===== src/rtl/if_fetch_unit.sv =====
// RV32I instruction-fetch stage: owns the PC, drives the imem req/ack port and presents PC/PC+4/instruction.
// Optional build macro IF_ALIGN_CHECK_EN adds the registered misalign_o flag for unaligned redirect targets.
module if_fetch_unit #(
    parameter logic [31:0] RESET_PC = 32'h0000_0000
) (
    input  logic        clk,
    input  logic        reset_n,
    input  logic        stall_i,
    input  logic        redirect_i,
    input  logic [31:0] redirect_pc_i,
    output logic        imem_req_o,
    output logic [31:0] imem_addr_o,
    input  logic        imem_ack_i,
    input  logic [31:0] imem_rdata_i,
    output logic [31:0] IF_PC,
    output logic [31:0] IF_PCplus4,
    output logic [31:0] IF_Instr,
    output logic        if_valid_o,
`ifdef IF_ALIGN_CHECK_EN
    output logic        misalign_o,
`endif
    output logic        if_bubble_o
);

    // state   | meaning
    // IDLE    | one cycle after reset, nothing requested yet
    // FETCH   | request at pc outstanding, data presented in the ack cycle
    // HOLD    | fetched word parked while downstream stalls, no request
    // DRAIN   | redirected with a request in flight; waiting out its ack
    typedef enum logic [1:0] {S_IDLE, S_FETCH, S_HOLD, S_DRAIN} state_t;

    state_t      r_state;
    state_t      w_state_nxt;
    logic [31:0] r_pc;
    logic [31:0] w_pc_nxt;
    logic [31:0] r_hold_instr;
    logic [31:0] w_hold_nxt;
    logic [31:0] r_pend_pc;
    logic [31:0] w_pend_nxt;
    logic [31:0] w_target;
    logic [31:0] w_pc_inc;
    logic        w_req;
    logic        w_valid;
    logic [31:0] w_instr;

    assign w_target = {redirect_pc_i[31:2], 2'b00};
    assign w_pc_inc = r_pc + 32'd4;

    always_ff @(posedge clk or negedge reset_n) begin
        if (!reset_n) begin
            r_state      <= S_IDLE;
            r_pc         <= RESET_PC;
            r_hold_instr <= 32'h0;
            r_pend_pc    <= 32'h0;
        end else begin
            r_state      <= w_state_nxt;
            r_pc         <= w_pc_nxt;
            r_hold_instr <= w_hold_nxt;
            r_pend_pc    <= w_pend_nxt;
        end
    end

    always_comb begin
        w_state_nxt = r_state;
        w_pc_nxt    = r_pc;
        w_hold_nxt  = r_hold_instr;
        w_pend_nxt  = r_pend_pc;
        w_req       = 1'b0;
        w_valid     = 1'b0;
        w_instr     = 32'h0;
        case (r_state)
            S_IDLE: begin
                w_state_nxt = S_FETCH;
            end
            S_FETCH: begin
                w_req   = 1'b1;
                w_valid = imem_ack_i & ~redirect_i;
                w_instr = imem_rdata_i;
                if (redirect_i) begin
                    // An unacked request cannot be withdrawn, so the target waits in pend_pc.
                    if (imem_ack_i) begin
                        w_pc_nxt = w_target;
                    end else begin
                        w_pend_nxt  = w_target;
                        w_state_nxt = S_DRAIN;
                    end
                end else if (imem_ack_i) begin
                    if (stall_i) begin
                        w_hold_nxt  = imem_rdata_i;
                        w_state_nxt = S_HOLD;
                    end else begin
                        w_pc_nxt = w_pc_inc;
                    end
                end
            end
            S_HOLD: begin
                w_valid = ~redirect_i;
                w_instr = r_hold_instr;
                if (redirect_i) begin
                    w_pc_nxt    = w_target;
                    w_state_nxt = S_FETCH;
                end else if (!stall_i) begin
                    w_pc_nxt    = w_pc_inc;
                    w_state_nxt = S_FETCH;
                end
            end
            S_DRAIN: begin
                w_req = 1'b1;
                if (redirect_i) begin
                    w_pend_nxt = w_target;
                end
                if (imem_ack_i) begin
                    w_pc_nxt    = redirect_i ? w_target : r_pend_pc;
                    w_state_nxt = S_FETCH;
                end
            end
            default: begin
                w_state_nxt = S_IDLE;
            end
        endcase
    end

    assign imem_req_o  = w_req;
    assign imem_addr_o = w_req ? r_pc : 32'h0;
    assign IF_PC       = r_pc;
    assign IF_PCplus4  = w_pc_inc;
    assign IF_Instr    = w_valid ? w_instr : 32'h0;
    assign if_valid_o  = w_valid;
    assign if_bubble_o = ~w_valid;

`ifdef IF_ALIGN_CHECK_EN
    logic r_misalign;

    always_ff @(posedge clk or negedge reset_n) begin
        if (!reset_n) begin
            r_misalign <= 1'b0;
        end else begin
            r_misalign <= redirect_i && (r_state != S_IDLE) && (redirect_pc_i[1:0] != 2'b00);
        end
    end

    assign misalign_o = r_misalign;
`else
    logic w_unused_lsb;
    assign w_unused_lsb = ^redirect_pc_i[1:0];
`endif

endmodule


===== config.mk =====
export PLATFORM = sky130hd
export DESIGN_NAME = if_fetch_unit
export DESIGN_NICKNAME = d
export VERILOG_FILES = /design/src/rtl/if_fetch_unit.sv
export SDC_FILE = /design/constraint.sdc
export NUM_CORES = 1
export LEC_CHECK = 0
export CAP_MARGIN = 10
export CELL_PAD_IN_SITES_DETAIL_PLACEMENT = 2
export CELL_PAD_IN_SITES_GLOBAL_PLACEMENT = 2
export CORE_ASPECT_RATIO = 0.5
export CORE_MARGIN = 2
export CORE_UTILIZATION = 35
export DETAILED_ROUTE_END_ITERATION = 8
export DONT_BUFFER_PORTS = 1
export HOLD_SLACK_MARGIN = 0.06
export PLACE_DENSITY = 0.75
export REMOVE_ABC_BUFFERS = 1
export SLEW_MARGIN = 10
export SYNTH_ARGS = -nofsm -noshare
export SYNTH_HDL_FRONTEND = slang
export SYNTH_SLANG_ARGS = --single-unit

===== constraint.sdc =====
create_clock -name clk -period 5.35 [get_ports clk]
set_input_delay 1.07 -clock clk [delete_from_list [all_inputs] [get_ports clk]]
set_output_delay 1.07 -clock clk [all_outputs]
set_load 0.02 [all_outputs]

# Yosys cells after proc, flatten, opt, wreduce, memory -nomap -nowiden
# Cells that the tools add are included.
# totals
elab_cells	51
out_inout_bits	131
ff_bits	98
# op_classes
eq_ne	11
n_bitwise	3
mux	24
reduce_logical	8
add_sub_neg	1
# op_table
operator	count
$mux W32	11
$pmux W32 S2	2
$pmux W32 S3	1
$add A32 B3 Y32 const B	1
$mux W2	7
$ne A3 B3 Y1 const B	4
$ne A2 B2 Y1 const B	4
$pmux W2 S4	1
$reduce_and A3 Y1	2
$reduce_and A5 Y1	1
$eq A2 B2 Y1 const B	2
$reduce_and A4 Y1	1
$reduce_bool A3 Y1	1
$eq A2 B1 Y1 const B	1
$logic_not A2 Y1	1
$not A1 Y1	2
$pmux W1 S2	1
$reduce_bool A2 Y1	1
$reduce_or A2 Y1	1
$and A1 B1 Y1	1
$mux W1	1

# Logic depth before layout (Yosys ltp)
# logic_depth
ltp_word	5
ltp_mapped	9

# Worst setup path before layout
# No wires, ideal clock.
# synth_timing
path_type	input port to output port
startpoint	input redirect_i
endpoint	output IF_Instr[23]
path_slack_ns	2.074
t_required_ns	4.280
path_stages	5
arrival_time_ns	2.206
cell_sequence	inv_1 > clkbuf_1 > nand3_1 > clkbuf_1 > nor2_1
# synth_between
elab_chain_cells	4
# synth_rtl
element	line_no	source
start, declared	9	input logic redirect_i,
$not A1 Y1 (no line) *	-	
$and A1 B1 Y1	77	w_valid = imem_ack_i & ~redirect_i;
$pmux W1 S2 *	71	case (r_state)
$mux W32 *	127	assign IF_Instr = w_valid ? w_instr : 32'h0;
end, declared	17	output logic [31:0] IF_Instr,
# Every way passes the cells marked *; elsewhere a longest branch is shown, timed or not.

# Final worst setup path
# layout_timing
startpoint	register r_pc[2], in the netlist IF_PC[2]
endpoint	output IF_PCplus4[16]
# layout_between
elab_chain_cells	1
# layout_rtl
element	line_no	source
start, declared	34	logic [31:0] r_pc;
start signal, assigned	57	r_pc <= w_pc_nxt;
$add A32 B3 Y32	47	assign w_pc_inc = r_pc + 32'd4;
end, declared	16	output logic [31:0] IF_PCplus4,
# No other way between the ends.

==> impl_metrics.yaml <==
synthesis:
  synth_top_family_by_area: "compound AO/OA/AOI/OAI gates"
  syn_avg_cell_area_um2: 9.71
  synth.area.mux_share_pct: 13.1
  synth_top_area_share_pct: 42.7
  ys_ff_latch: 98
  synth_xor_xnor_area_share_pct: 4.12
  synth-main-ff-cell: "dfrtp_1"
  yosys.area_share.simple_pct: 15.9
  synth_area_leaders: "dfrtp_1 43%, mux2_2 12%, a22oi_1 5.5%"
  async_flop_share_pct: 100
  synth_compound_area_share_pct: 18.6
  synth_warnings: 0
  ys_seq_area_share_pct: 42.7
  synthAdderAreaFrac_pct: 1.09
  netlist_instances: 591
  syn-cell-area_um2: 5740
  yosysTopAreaCell: "dfrtp_1"
  synth.distinct_cells: 50
  synth_edf_count: 0
layout:
  layout.cells.non_filler: 795
  seqCellArea_um2: 2450
  multi_input_area_um2: 3040
  final_cell_mix: "98 x dfrtp_1, 66 x nor2_1, 63 x mux2_2, 42 x a22oi_1, 37 x o21ai_0"
  nNetsFinal: 638
  area_growth_pct: 8.11
  fill_cells: 1743
  antenna_cells: 0
  postLayoutCoreUtil_pct: 38.2
  layout_commonest_cell: "dfrtp_1"
  drive_above_1_share_pct: 18.1
power:
  ir_drop_v: 0.000217
  p_leak_nw: 2.49
  power.density_nw_per_um2: 672
die:
  fp.dieArea_um2: 17500
  die_y_um: 94.6
  dieWidth_um: 185
  row_count: 33
  design.portCount: 200
  initial_core_util_pct: 35.4
  core_um2: 16200
sta:
  tightestPinTransition_ns: 1.13
  fmaxAchievable_mhz: 253
  skew_ns: 0.0103
  setup_viol: 0
  rsz0062_at_grt: "no"
  tns_ns: 0
  finalHoldViolations: 0
  drv_slew: 0
  hold_ws_ns: 0.418
  slew_headroom_pct: 24.1
  fin_crit_sh_pct: 73.8
  period_needed_ns: 3.95
clock_network:
  cts_sinks: 98
  cts_tree: "built"
  cts.path.max_buffers: 2
  root_buffer: "clkbuf_16"
  h-tree-depth: 3
  hold_buffers: 0
  clkSlewWorstSetupHoldPaths_ns: 0.07
  insertion_delay_ns: 0.35
  postCtsSetupBuffers: 0
  numCtsBuffers: 9
  cts_resized: 0
global_route:
  grt_pass1_vias: 5172
  track_usage_pct: 21.7
  grt_pass1_wl_um: 29100
  grt_max_degree: 99
  antenna_found_initial: 0
  grt-ovfl-total: 0
worst_setup_path:
  rrSetupSlack_ns: 1.53
  worst-path-max-fanout: 7
  crit_path_end_kind: "output port"
  cp_cell_sequence: "ha_1 > nand3_1 > or3_1 > nor3_1 > xor2_1"
  criticalPathCategory: "reg2out"
  cp_slowest_stage_delay_ns: 0.59
  timing.rr.end: "r_pend_pc[28]"
  critical_path.slowest_cell: "dfrtp_1"
  worst-path-buf-inv: 0
  ff2ff_path_depth: 8
  reg2reg_from: "r_state[1]"
  cp_top_family: "simple AND/OR/NAND/NOR gates"
  worstPathArrival_ns: 2.88
  worstPathRequired_ns: 4.28
  critical_path.startpoint_type: "flip-flop"
routing:
  drt_iter0_drc: 153
  drt-wirelength-per-cell_um: 23.6
  vias: 4660
  routed_via_density: 5.86
  dr.pass1.iters: 5
  drc: 0
  wirelength_um: 18700
  postRouteAntennaNets: 0
hold_path:
  hold_path.class: "in2async"
flow_run:
  max_cap_violations: 0
placement:
  dp_hpwl_um: 12300
  place_inst: 780
  port-buffer-count: 0
  gp_congestion: 0.721
status:
  status: "completed"
[cell usage after synthesis (2+ instances only)]
| master | count |
|---|---|
| ha_1 | 5 |
| o31ai_1 | 3 |
| xnor2_1 | 17 |
| and3_1 | 2 |
| nor4_4 | 3 |
| a221oi_1 | 2 |
| inv_1 | 19 |
| o21ai_0 | 37 |
| nand2_1 | 20 |
| buf_1 | 4 |
| a21o_1 | 3 |
| nand4_1 | 9 |
| a31oi_1 | 6 |
| a221o_1 | 2 |
| o41ai_1 | 2 |
| and4_1 | 2 |
| nor3_2 | 2 |
| buf_4 | 2 |
| o31a_1 | 5 |
| a211oi_1 | 3 |
| nor2_1 | 66 |
| nand3_1 | 15 |
| mux2_2 | 63 |
| a222oi_1 | 5 |
| o2bb2ai_1 | 10 |
| clkbuf_1 | 41 |
| mux2i_1 | 4 |
| or2_2 | 3 |
| nor3_1 | 9 |
| xor2_1 | 10 |
| and2_1 | 24 |
| a22o_1 | 6 |
| a22oi_1 | 42 |
| a21oi_1 | 19 |
| dfrtp_1 | 98 |
| or3_1 | 2 |
| o22ai_1 | 7 |
| nor4_1 | 3 |
| nor2b_1 | 5 |
[worst register-to-register path, stage by stage, from the launching register on]
cell and delay [ns]:
dfrtp_1 0.42, inv_1 0.10, ha_1 0.14, buf_4 0.38, nor2_1 0.09, buf_4 0.22, inv_1 0.75, nand3_2 0.98
mux2_2 0.62
[layer usage]
layer  wire length (um)  GRT usage (%)
met2               9160           38.2
met1               8200           26.4
met5                  0              0
met3               1250           7.40
met4                119           3.44
[stage by stage]
step	setup slack [ns]	area, um^2	power [W]
finish	1.40	6210	0.00417
global route	1.15	6210	0.00447
CTS	1.37	6210	0.00423
detailed placement	1.42	5920	0.00356
global placement	1.52	5920	0.00345
floorplan	1.51	5550	0.00300
[kinds of logic after synthesis]
group	count (synthesis)
adder cells (fa/ha/maj)	5
buffers and inverters	67
AO/OA/AOI/OAI	156
flip-flops	98
multiplexers	67
XOR/XNOR	27
AND/OR/NAND/NOR	171
[report_power, final]
part | total (W) | internal, W | switching, W | leakage, nW
clock network | 0.000650 | 0.000358 | 0.000292 | 0.145
registers | 0.00162 | 0.00109 | 0.000529 | 1.18
logic | 0.00190 | 0.000655 | 0.00124 | 1.17
total | 0.00417 | 0.00211 | 0.00206 | 2.49
[sequential cells by signal (all words and copies together) (netlist names)]
signal and cells:
r_state 2, IF_PC 32, r_hold_instr 32, r_pend_pc 32
[worst max-delay path by stage]
stage / start / endpoint / slack (ns) / cells past startpoint
2_1_floorplan: r_state[1] / IF_Instr[0] / 1.51 / 6
3_3_place_gp: r_state[1] / r_pend_pc[24] / 1.52 / 8
3_5_place_dp: r_state[1] / r_pend_pc[28] / 1.42 / 8
4_1_cts: r_state[1] / imem_addr_o[25] / 1.37 / 7
5_1_grt: r_state[1] / r_pend_pc[18] / 1.15 / 8
6_report: IF_PC[2] / IF_PCplus4[16] / 1.40 / 5
[final cells by class]
cell class                      instances  share of cell area [%]
Multi-Input combinational cell        426                    49.0
Sequential cell                        98                    39.5
Tap cell                              227                    4.58
Clock buffer                            9                    3.63
Timing Repair Buffer                   10                    1.21
Inverter                               19                    1.15
Clock inverter                          6                   0.948
Power figures use the tool's default switching activity.
